--- src/rtl/sop_ctrl_pkg.sv ---
// Shared types and sizes for the SOP truth-table sweep sequencer.
package sop_ctrl_pkg;

    typedef enum logic [1:0] {
        IDLE,
        SWEEP,
        FINISH
    } state_e;

    localparam int unsigned NUM_VEC = 16;
    localparam int unsigned IDX_W   = 4;
    localparam int unsigned MCNT_W  = 5;

endpackage

--- src/rtl/sop_settle_timer.sv ---
// Loadable down-counter that sets how long each vector is held before sampling.
module sop_settle_timer #(
    parameter int unsigned SETTLE_CYCLES = 0,
    parameter int unsigned CNT_W         = 4
) (
    input  logic clk,
    input  logic rst_n,
    input  logic load,
    input  logic en,
    output logic zero
);

    localparam logic [CNT_W-1:0] LOAD_VAL = CNT_W'(SETTLE_CYCLES);

    logic [CNT_W-1:0] cnt_q;
    logic [CNT_W-1:0] cnt_d;

    always_comb begin
        cnt_d = cnt_q;
        if (load) begin
            cnt_d = LOAD_VAL;
        end else if (en && (cnt_q != '0)) begin
            cnt_d = cnt_q - CNT_W'(1);
        end
    end

    always_ff @(posedge clk or negedge rst_n) begin
        if (!rst_n) begin
            cnt_q <= '0;
        end else begin
            cnt_q <= cnt_d;
        end
    end

    assign zero = (cnt_q == '0);

endmodule

--- src/rtl/sop_sweep_ctrl.sv ---
// Drives all 16 input vectors into an SOP block, captures its truth table and
// compares it against a latched golden mask.
module sop_sweep_ctrl
    import sop_ctrl_pkg::*;
#(
    parameter int unsigned SETTLE_CYCLES = 0,
    parameter int unsigned CNT_W         = 4
) (
    input  logic        clk,
    input  logic        rst_n,
    input  logic        start,
    input  logic [15:0] expected,
    output logic [3:0]  abcd_o,
    input  logic        f_i,
    output logic        busy,
    output logic        done,
    output logic [15:0] truth_table,
    output logic [4:0]  mismatch_cnt,
    output logic        pass
);

    state_e              state_q, state_d;
    logic [IDX_W-1:0]    idx_q, idx_d;
    logic [15:0]         exp_q, exp_d;
    logic [15:0]         tt_q, tt_d;
    logic [MCNT_W-1:0]   mcnt_q, mcnt_d;
    logic                busy_q, busy_d;
    logic                done_q, done_d;
    logic                tmr_load;
    logic                tmr_en;
    logic                tmr_zero;

    sop_settle_timer #(
        .SETTLE_CYCLES (SETTLE_CYCLES),
        .CNT_W         (CNT_W)
    ) u_timer (
        .clk   (clk),
        .rst_n (rst_n),
        .load  (tmr_load),
        .en    (tmr_en),
        .zero  (tmr_zero)
    );

    always_comb begin
        state_d  = state_q;
        idx_d    = idx_q;
        exp_d    = exp_q;
        tt_d     = tt_q;
        mcnt_d   = mcnt_q;
        busy_d   = busy_q;
        done_d   = done_q;
        tmr_load = 1'b0;
        tmr_en   = 1'b0;

        unique case (state_q)
            IDLE, FINISH: begin
                if (start) begin
                    state_d  = SWEEP;
                    idx_d    = '0;
                    exp_d    = expected;
                    tt_d     = '0;
                    mcnt_d   = '0;
                    busy_d   = 1'b1;
                    done_d   = 1'b0;
                    tmr_load = 1'b1;
                end
            end
            SWEEP: begin
                if (!tmr_zero) begin
                    tmr_en = 1'b1;
                end else begin
                    tt_d[idx_q] = f_i;
                    mcnt_d      = mcnt_q + MCNT_W'(f_i != exp_q[idx_q]);
                    tmr_load    = 1'b1;
                    // idx doubles as the driven vector, so clearing it on the
                    // last sample is what returns abcd_o to 0 in FINISH.
                    if (idx_q == IDX_W'(NUM_VEC - 1)) begin
                        state_d = FINISH;
                        idx_d   = '0;
                        busy_d  = 1'b0;
                        done_d  = 1'b1;
                    end else begin
                        idx_d = idx_q + IDX_W'(1);
                    end
                end
            end
            default: state_d = IDLE;
        endcase
    end

    always_ff @(posedge clk or negedge rst_n) begin
        if (!rst_n) begin
            state_q <= IDLE;
            idx_q   <= '0;
            exp_q   <= '0;
            tt_q    <= '0;
            mcnt_q  <= '0;
            busy_q  <= 1'b0;
            done_q  <= 1'b0;
        end else begin
            state_q <= state_d;
            idx_q   <= idx_d;
            exp_q   <= exp_d;
            tt_q    <= tt_d;
            mcnt_q  <= mcnt_d;
            busy_q  <= busy_d;
            done_q  <= done_d;
        end
    end

    assign abcd_o       = idx_q;
    assign busy         = busy_q;
    assign done         = done_q;
    assign truth_table  = tt_q;
    assign mismatch_cnt = mcnt_q;
    assign pass         = done_q && (mcnt_q == '0);

endmodule

--- config.mk ---
export PLATFORM = sky130hd
export DESIGN_NAME = sop_sweep_ctrl
export DESIGN_NICKNAME = d
export VERILOG_FILES = /design/src/rtl/sop_ctrl_pkg.sv /design/src/rtl/sop_settle_timer.sv /design/src/rtl/sop_sweep_ctrl.sv
export SDC_FILE = /design/constraint.sdc
export NUM_CORES = 1
export LEC_CHECK = 0
export CORE_MARGIN = 8
export CORE_UTILIZATION = 45
export CTS_BUF_LIST = sky130_fd_sc_hd__clkbuf_4
export CTS_CLUSTER_DIAMETER = 100
export DETAILED_ROUTE_END_ITERATION = 8
export PLACE_DENSITY = 0.71
export REMOVE_ABC_BUFFERS = 1
export SKIP_CTS_REPAIR_TIMING = 1
export SLEW_MARGIN = 20
export SYNTH_ARGS = -nofsm -noshare
export SYNTH_HDL_FRONTEND = slang
export SYNTH_HIERARCHICAL = 1
export SYNTH_SLANG_ARGS = --single-unit
--- constraint.sdc ---
create_clock -name clk -period 6.8 [get_ports clk]
set_clock_uncertainty 0.1 [all_clocks]
set_input_delay 0.68 -clock clk [delete_from_list [all_inputs] [get_ports clk]]
set_output_delay 0.68 -clock clk [all_outputs]
set_load 0.005 [all_outputs]
==> metrics, run 1 <==
sequential cell area=1230 um^2; Adder-Cell Fraction of Synth Area=0.0407; max_slew headroom=0.391; initial core utilization=0.455; sequential fraction of the synthesis area=0.499; crit path cell chain=mux4_1 -> mux4_2 -> xnor2_1 -> ha_1 -> ha_1 -> nand4b_1 -> or3_1 -> a21oi_1; number of nets in the layout=319; CTS max path bufs=2; Antenna Violating Nets Remaining=0; Post-Synth Simple-Gate Area=0.236; RSZ-0062 raised after global routing=no; hold slack=196 ps; initial antenna violation count=0; post-DR wirelength/cell=14.6 um; launch point of the worst path=abcd_o[0]; wire length of the first global-routing pass=9490 um; Worst Max-Slew Pin Slew=914 ps; Post-synth EDFFs=0; largest cells by area after synthesis=dfrtp_1, nand2_1, mux4_1; Vias/cell=5.28; reg-to-reg slack, setup=3760 ps; CTS tree=yes; H-tree depth=2; Via Count=1,923; Synth Flop Type=dfrtp_1; crit-path max cell delay=610 ps; Leakage=1.38 nW; CTS sink count=49; Yosys reg bits=49; Crit Path Category=reg2reg; Peak VDD IR=0.166 mV; fraction of layout cells with a size suffix above 1=0.0651; Antenna Cells=0; pre-CTS setup slack=3720 ps; critical path data required time=7020 ps; vias in the first global route=2,014; GPL Wtd Cong=0.772; post-route cell area=3040 um^2; DP Cell Count=356; TritonRoute pass-1 iters=4; Clock Latency Late Sink=380 ps; Worst Setup EP=mismatch_cnt[4]; Unique masters post-synth=41; CP max FO=9; main combinational cell family by area after synthesis=simple AND/OR/NAND/NOR gates; synth warn=6; min Tclk post-route=3040 ps; Worst R2R Path Depth=8; total congestion overflow=0; fin cells=364; CP bufs+invs=0; Final Hold Viols=0; CTS Buf Count=5; fillers=485; FF-to-FF Start=abcd_o[0]; Max-Cap Viols=0; Multi-input gate area=1130 um^2; Syn Area/Cell=9.79 um^2; Tcrit/Tclk final=0.446; Hold Path Class=in2async; Reg clk slew, reported paths=140 ps; GRT Overall Usage=0.139; worst r2r dst=mismatch_cnt[4]; mux cell area share after synthesis=0.0733; # setup viols final=0; synthesized area=2460 um^2; status=completed; CP endpoint kind=flip-flop; Synth area leader=dfrtp_1; standard-cell rows=27; setup tns final=0 ps; Max Slew Vio Count=0; post-synthesis compound-gate area fraction=0.0988; Worst Path Arrival=3250 ps; FMAX=329 MHz; Final HPWL DP=3800 um; cell family with most CP delay=multiplexers; core box area=5410 um^2; Pwr per Cell Area=385 nW/um^2; cell repeated most along the worst path=ha_1; Root Driver=clkbuf_4; Critical Path Slowest Stage Cell=mux4_1; count of input and output buffers=47; top-area cell type share of the netlist area=0.499; io pins=48; critical path depth=8; Post-Synth XOR/XNOR Area=0.0107; Iteration-0 DRC Markers=149; DIE HEIGHT=89.9 um; Syn Inst Count=251; total wire length=5310 um; Die Area=8080 um^2; post-synthesis to final-layout area growth=23.7%; Async SR Flop Fraction=1.00; DRC=0; Final WS setup=3760 ps; placed instance area=2960 um^2; Die Wd=89.9 um; largest net degree at the start of global routing=50; startpoint types=flip-flop
## routing by layer
metal / track usage / vias up / part of all wire
met3: 0.0490 / 7 / 0.059
met4: 0.0333 / 0 / 0.012
li1: - / 956 / -
met1: 0.182 / 909 / 0.47
met2: 0.213 / 51 / 0.45
met5: 0 / - / 0
## state kept, by name, summed over array words and instances, names as in the netlist
signal,flops
mismatch_cnt,5
truth_table,16
busy,1
abcd_o,4
done,1
state_q,2
exp_q,16
u_timer/cnt_q,4
## placed cells by master (no fill, tap or decap), types with 2 or more instances in the layout
| master | Yosys | routed |
|---|---|---|
| xor2_1 | 2 | 2 |
| or3_1 | 5 | 5 |
| clkdlybuf4s50_1 | 0 | 46 |
| nand2b_1 | 5 | 5 |
| or4_1 | 3 | 3 |
| mux2_2 | 2 | 2 |
| nand3_1 | 5 | 5 |
| dfrtp_1 | 49 | 49 |
| mux4_1 | 4 | 4 |
| nor2_1 | 9 | 9 |
| clkbuf_4 | 0 | 6 |
| ha_1 | 8 | 8 |
| mux2i_1 | 3 | 3 |
| o31ai_1 | 10 | 10 |
| nand4_1 | 9 | 9 |
| o21a_1 | 2 | 2 |
| a21oi_1 | 16 | 16 |
| nor2b_1 | 3 | 2 |
| and3_1 | 2 | 2 |
| inv_1 | 9 | 9 |
| o21ai_0 | 8 | 8 |
| nand4b_1 | 3 | 3 |
| buf_4 | 0 | 2 |
| nand2_1 | 62 | 62 |
| clkinv_1 | 1 | 2 |
## synthesized netlist by cell type, drive strengths merged (6+ instances only)
| cell type | instances |
|---|---|
| nand4 | 9 |
| or3 | 6 |
| nor2 | 9 |
| o21ai | 8 |
| ha | 8 |
| a21oi | 16 |
| inv | 9 |
| nand2 | 62 |
| dfrtp | 49 |
| o31ai | 10 |
| clkbuf | 13 |
## cell type report
class,instances,area share
clock buffers,6,0.0148
flip-flops and latches,49,0.403
clock inverters,2,0.0111
multi-input cells,177,0.372
well taps,72,0.0296
repair buffers,48,0.156
inverters,10,0.0123
## worst min-delay path by stage
| stage | startpoint | end | slack [ps] | depth (start not counted) |
|---|---|---|---|---|
| final | rst_n | u_timer/cnt_q[3] | 200 | 1 |
| after floorplan | rst_n | abcd_o[0] | 280 | 0 |
| after global routing | rst_n | mismatch_cnt[2] | 230 | 1 |
| after CTS | exp_q[5] | exp_q[5] | 390 | 2 |
| after global placement | exp_q[9] | exp_q[9] | 350 | 2 |
| after detailed placement | exp_q[5] | exp_q[5] | 360 | 2 |
## power breakdown
group          switching (mW)  internal (mW)  total [mW]
logic                   0.234          0.264       0.498
registers               0.103          0.398       0.501
clock network          0.0899         0.0806       0.171
total                   0.428          0.742        1.17
## kinds of logic (layout without fill, tap and decap cells)
kind of cell	count (synthesis)	after routing
mux	10	10
flops	49	49
compound gates	40	40
xor+xnor	3	3
simple gates	116	116
buf+inv	25	66
fa+ha+maj	8	8
## stage by stage
step,utilization,power (mW)
3_5_place_dp,0.547,1.01
2_1_floorplan,-,0.779
3_3_place_gp,0.547,0.999
5_1_grt,0.563,1.28
4_1_cts,0.562,1.18
6_report,0.563,1.17
Power figures use the tool's default switching activity.
==> run 2: changes to the inputs <==
Clock period 6.8 ns to 3.1 ns, I/O delays scaled along.
==> run 2 against run 1 <==
Effect of this change: global-route usage grew 0.88 points; maximum frequency rose by 4.7%; sequential share of layout area down 0.64 points; flip-flop and latch count unchanged; die area is the same; worst hold slack better by 140 ps; largest power group is now combinational logic.
==> metrics, run 2 (synthesis results as in run 1) <==
Final HPWL DP=4070 um (+7.2%); Reg power frac=0.421 (-0.007); Antenna Violating Nets Remaining=0 (unchanged); initial core utilization=0.455 (unchanged); # setup viols final=0 (unchanged); total wire length=5620 um (+6.0%); largest net degree at the start of global routing=28 (-44%); CP max FO=9 (unchanged); CTS sink count=49 (unchanged); Worst Path Arrival=3110 ps (-140 ps); io pins=48 (unchanged); CTS Buf Count=5 (unchanged); FMAX=345 MHz (+4.7%); Critical Path Slowest Stage Cell=mux4_1; Crit Path Category=reg2reg; post-synthesis to final-layout area growth=25.9%; min Tclk post-route=2900 ps (-136 ps); GRT Overall Usage=0.147 (+0.00878); Final Core Density=0.572 (+0.00972); Vias/cell=5.34 (+0.99%); core box area=5410 um^2 (unchanged); sequential cell area=1230 um^2 (+0.10%); Multi-input gate area=1130 um^2 (unchanged); Sw Ratio=0.378 (+0.0123); critical path data required time=3310 ps (-3710 ps); Worst Max-Slew Pin Slew=668 ps (-245 ps); Worst R2R Path Depth=8 (unchanged); status=completed; startpoint types=flip-flop; leading cell type in the layout, fill and taps excluded=nand2_1; count of input and output buffers=47 (unchanged); clock share of power=0.111 (-0.035); Combinational Power Share=0.468 (+0.042); CP endpoint kind=flip-flop; Switching Power=0.954 mW (+120%); crit-path max cell delay=580 ps (-30 ps); Die Wd=89.9 um (unchanged); number of nets in the layout=328 (+2.8%); RSZ-0062 raised after global routing=no; Die Area=8080 um^2 (unchanged); Root Driver=clkbuf_4; fillers=511 (+5.4%); total congestion overflow=0 (unchanged); Leakage=1.42 nW (+2.3%); fraction of layout cells with a size suffix above 1=0.0897 (+0.0246); cell repeated most along the worst path=ha_1; CTS tree=yes; setup tns final=0 ps (unchanged); pre-CTS setup slack=91.5 ps (-3630 ps); initial antenna violation count=0 (unchanged); TritonRoute pass-1 iters=4 (unchanged); vias in the first global route=2,128 (+5.7%); commonest non-fill, non-tap cells in the layout=nand2_1, dfrtp_1, clkdlybuf4s50_1; post-DR wirelength/cell=15.1 um (+3.4%); internal power=1.57 mW (+110%); GPL Wtd Cong=0.766 (-0.73%); Hold Path Class=in2async; Antenna Cells=0 (unchanged); Tcrit/Tclk final=0.935 (+0.489); Max Slew Vio Count=0 (unchanged); H-tree depth=2 (unchanged); crit path cell chain=mux4_1 -> mux4_2 -> xnor2_1 -> ha_1 -> ha_1 -> nand4b_1 -> or3_1 -> a21oi_1; CTS max path bufs=2 (unchanged); standard-cell rows=27 (unchanged); max_slew headroom=0.552 (+0.162); Pwr per Cell Area=817 nW/um^2 (+110%); wire length of the first global-routing pass=9950 um (+4.9%); Reg clk slew, reported paths=140 ps (about the same); Iteration-0 DRC Markers=142 (-4.7%); Via Count=1,990 (+3.5%); DRC=0 (unchanged); Final WS setup=201 ps (-3560 ps); DIE HEIGHT=89.9 um (unchanged); Max-Cap Viols=0 (unchanged); Final Hold Viols=0 (unchanged); Peak VDD IR=0.322 mV (+94%); Clock Latency Late Sink=380 ps (about the same)
run 2: cell type report:
type,instances,area share
flip-flops and latches,49,0.397
multi-input cells,177,0.366
well taps,72,0.0291
clock inverters,3,0.00405
repair buffers,57,0.180
clock buffers,5,0.0121
inverters,10,0.0121
run 2: critical path: cells and delay by family (launching register included):
family | cells | cell delay (ps)
xor gates and xnor gates | 1 | 160
and+or+nand+nor | 2 | 520
DFF | 1 | 500
AOI/OAI and AO/OA | 1 | 140
muxes | 2 | 1080
adders and majority gates | 2 | 340
run 2: path summary, 6_finish.rpt:
check | startpoint | to | slack [ps]
setup / recovery | abcd_o[0] | mismatch_cnt[4] | 200
hold / removal | rst_n | truth_table[6] | 330
setup reg to reg | abcd_o[0] | mismatch_cnt[4] | 200
hold reg to reg | exp_q[6] | exp_q[6] | 390
max in group asynchronous | rst_n | abcd_o[0] | 2020
min in group clk | expected[1] | exp_q[1] | 350
run 2: power groups by stage:
stage | Combinational (mW) | Clock [mW] | Sequential [mW]
detailed placement | 1.19 | 0 | 1.08
floorplan | 0.645 | 0 | 1.06
CTS | 1.20 | 0.293 | 1.06
finish | 1.18 | 0.280 | 1.06
global placement | 1.16 | 0 | 1.07
global route | 1.35 | 0.323 | 1.10
run 2: stage by stage:
| stage | instance area (um^2) | hold WS (ps) | power, mW | cells |
|---|---|---|---|---|
| 6_report | 3090 | 331 | 2.53 | 373 |
| 5_1_grt | 3090 | 340 | 2.77 | 373 |
| 4_1_cts | 3080 | -189 | 2.55 | 372 |
| 3_5_place_dp | 3030 | 227 | 2.27 | 364 |
| 3_3_place_gp | 3010 | 353 | 2.23 | 363 |
| 2_1_floorplan | 2390 | -85.6 | 1.71 | 236 |
run 2: per-layer routing:
layer | global-route usage | vias to the layer above | part of all wire
li1 | - | 970 | -
met1 | 0.184 | 955 | 0.46
met2 | 0.231 | 60 | 0.46
met3 | 0.0540 | 5 | 0.066
met4 | 0.0485 | 0 | 0.012
met5 | 0 | - | 0
==> run 3: changes to the inputs <==
Settings changed: SLEW_MARGIN 20 to 30.
==> run 3 against run 2 <==
Effect of this change: utilization decreased by 0.32 points; sequential share of layout area grew 0.23 points; flip-flop and latch count unchanged; maximum frequency barely moved; sequential power is essentially flat; register-to-register slack about the same; critical endpoint unchanged; largest cell class unchanged.
==> metrics, run 3 (synthesis results as in run 1) <==
Final HPWL DP=3960 um (-2.9%); post-DR wirelength/cell=14.9 um (-1.0%); DP Cell Count=363 (-0.27%); total congestion overflow=0 (unchanged); Antenna Cells=0 (unchanged); Pwr per Cell Area=820 nW/um^2 (+0.44%); CTS sink count=49 (unchanged); core box area=5410 um^2 (unchanged); vias in the first global route=2,074 (-2.5%); number of nets in the layout=327 (-0.30%); count of input and output buffers=47 (unchanged); Final Hold Viols=0 (unchanged); Vias/cell=5.36 (+0.47%); leading cell type in the layout, fill and taps excluded=nand2_1; min Tclk post-route=2900 ps (-2.02 ps); post-route cell area=3080 um^2 (-0.57%); setup tns final=0 ps (unchanged); Peak VDD IR=0.317 mV (-1.3%); busiest grt layer=met2; crit path cell chain=mux4_1 -> mux4_2 -> xnor2_1 -> ha_1 -> ha_1 -> nand4b_1 -> or3_1 -> a21oi_1; fin cells=372 (-0.27%); Die Area=8080 um^2 (unchanged); largest net degree at the start of global routing=50 (+79%); H-tree depth=2 (unchanged); Via Count=1,994 (+0.20%); DRC=0 (unchanged); RSZ-0062 raised after global routing=no; CTS max path bufs=2 (unchanged); grt met1 use=0.174 (-0.00968); Max Slew Vio Count=0 (unchanged); Reg clk slew, reported paths=130 ps (about the same); total wire length=5550 um (-1.3%); FMAX=345 MHz (about the same); Crit Path Category=reg2reg; critical path data required time=3300 ps (about the same); CP max FO=9 (unchanged); startpoint types=flip-flop; cell repeated most along the worst path=ha_1; Final WS setup=203 ps (+2.02 ps); met2 Usage GRT=0.222 (-0.00920); fraction of layout cells with a size suffix above 1=0.0867 (-0.00303); CTS tree=yes; initial antenna violation count=0 (unchanged); standard-cell rows=27 (unchanged); Root Driver=clkbuf_4; status=completed; placed instance area=3010 um^2 (-0.58%); Max-Cap Viols=0 (unchanged); met3 usage=0.0490 (-0.00499); # setup viols final=0 (unchanged); wire length of the first global-routing pass=9590 um (-3.6%); CP endpoint kind=flip-flop; Iteration-0 DRC Markers=137 (-3.5%); Critical Path Slowest Stage Cell=mux4_1; GPL Wtd Cong=0.766 (unchanged); Worst Max-Slew Pin Slew=638 ps (-30.1 ps); DIE HEIGHT=89.9 um (unchanged); commonest non-fill, non-tap cells in the layout=nand2_1, dfrtp_1, clkdlybuf4s50_1; Clock Latency Late Sink=370 ps (about the same); CTS Buf Count=5 (unchanged); initial core utilization=0.455 (unchanged); io pins=48 (unchanged); Worst Path Arrival=3100 ps (about the same); Die Wd=89.9 um (unchanged); Tcrit/Tclk final=0.935 (about the same); max_slew headroom=0.573 (+0.0202); TritonRoute pass-1 iters=4 (unchanged); Antenna Violating Nets Remaining=0 (unchanged); Hold Path Class=in2reg; GRT Overall Usage=0.141 (-0.00687); Leakage=1.41 nW (-0.60%); crit-path max cell delay=580 ps (about the same); pre-CTS setup slack=83.3 ps (-8.19 ps); post-synthesis to final-layout area growth=25.2%
run 3: changes by cell type in the layout (fill, tap and decap cells not counted):
cell / change
buf_4: +1
buf_12: -1
buf_2: -1
run 3: worst paths after layout:
kind,start,to,slack [ps],cells after the start
max,abcd_o[0],mismatch_cnt[4],200,8
min,expected[8],exp_q[8],360,3
max reg2reg,abcd_o[0],mismatch_cnt[4],200,8
min reg2reg,exp_q[6],exp_q[6],390,2
max in group asynchronous,rst_n,abcd_o[0],2060,2
min in group asynchronous,rst_n,exp_q[8],380,2
run 3: layout make-up:
cell class | count | area [um^2]
Fill cell | 502 | 2330
Tap cell | 72 | 90.1
Clock inverter | 3 | 12.5
Inverter | 10 | 37.5
Multi-Input combinational cell | 177 | 1130
Timing Repair Buffer | 56 | 538
Sequential cell | 49 | 1230
Clock buffer | 5 | 37.5
run 3: per-layer routing:
metal / share of wire / wire length, um / vias to the layer above
li1: - / - / 974
met1: 0.45 / 2510 / 945
met2: 0.46 / 2580 / 68
met3: 0.070 / 387 / 7
met4: 0.014 / 75 / 0
met5: 0 / 0 / -
run 3: stage by stage:
stage	util	hold slack (ps)	power, mW
2_1_floorplan	-	-85.6	1.71
3_5_place_dp	0.558	269	2.27
5_1_grt	0.569	365	2.74
6_report	0.569	357	2.52
4_1_cts	0.567	-147	2.55
3_3_place_gp	0.557	353	2.23
run 3: critical path: cells and delay by family, from the launching register on:
family / cells / cell delay (ps)
multiplexers: 2 / 1080
flip-flops: 1 / 500
AND/OR/NAND/NOR: 2 / 520
AO/OA/AOI/OAI: 1 / 140
XOR/XNOR: 1 / 160
adder cells (fa/ha/maj): 2 / 340
run 3: power by group:
group / internal, mW / switching (mW)
registers: 0.876 / 0.189
logic: 0.612 / 0.565
clock network: 0.0825 / 0.199
total: 1.57 / 0.953
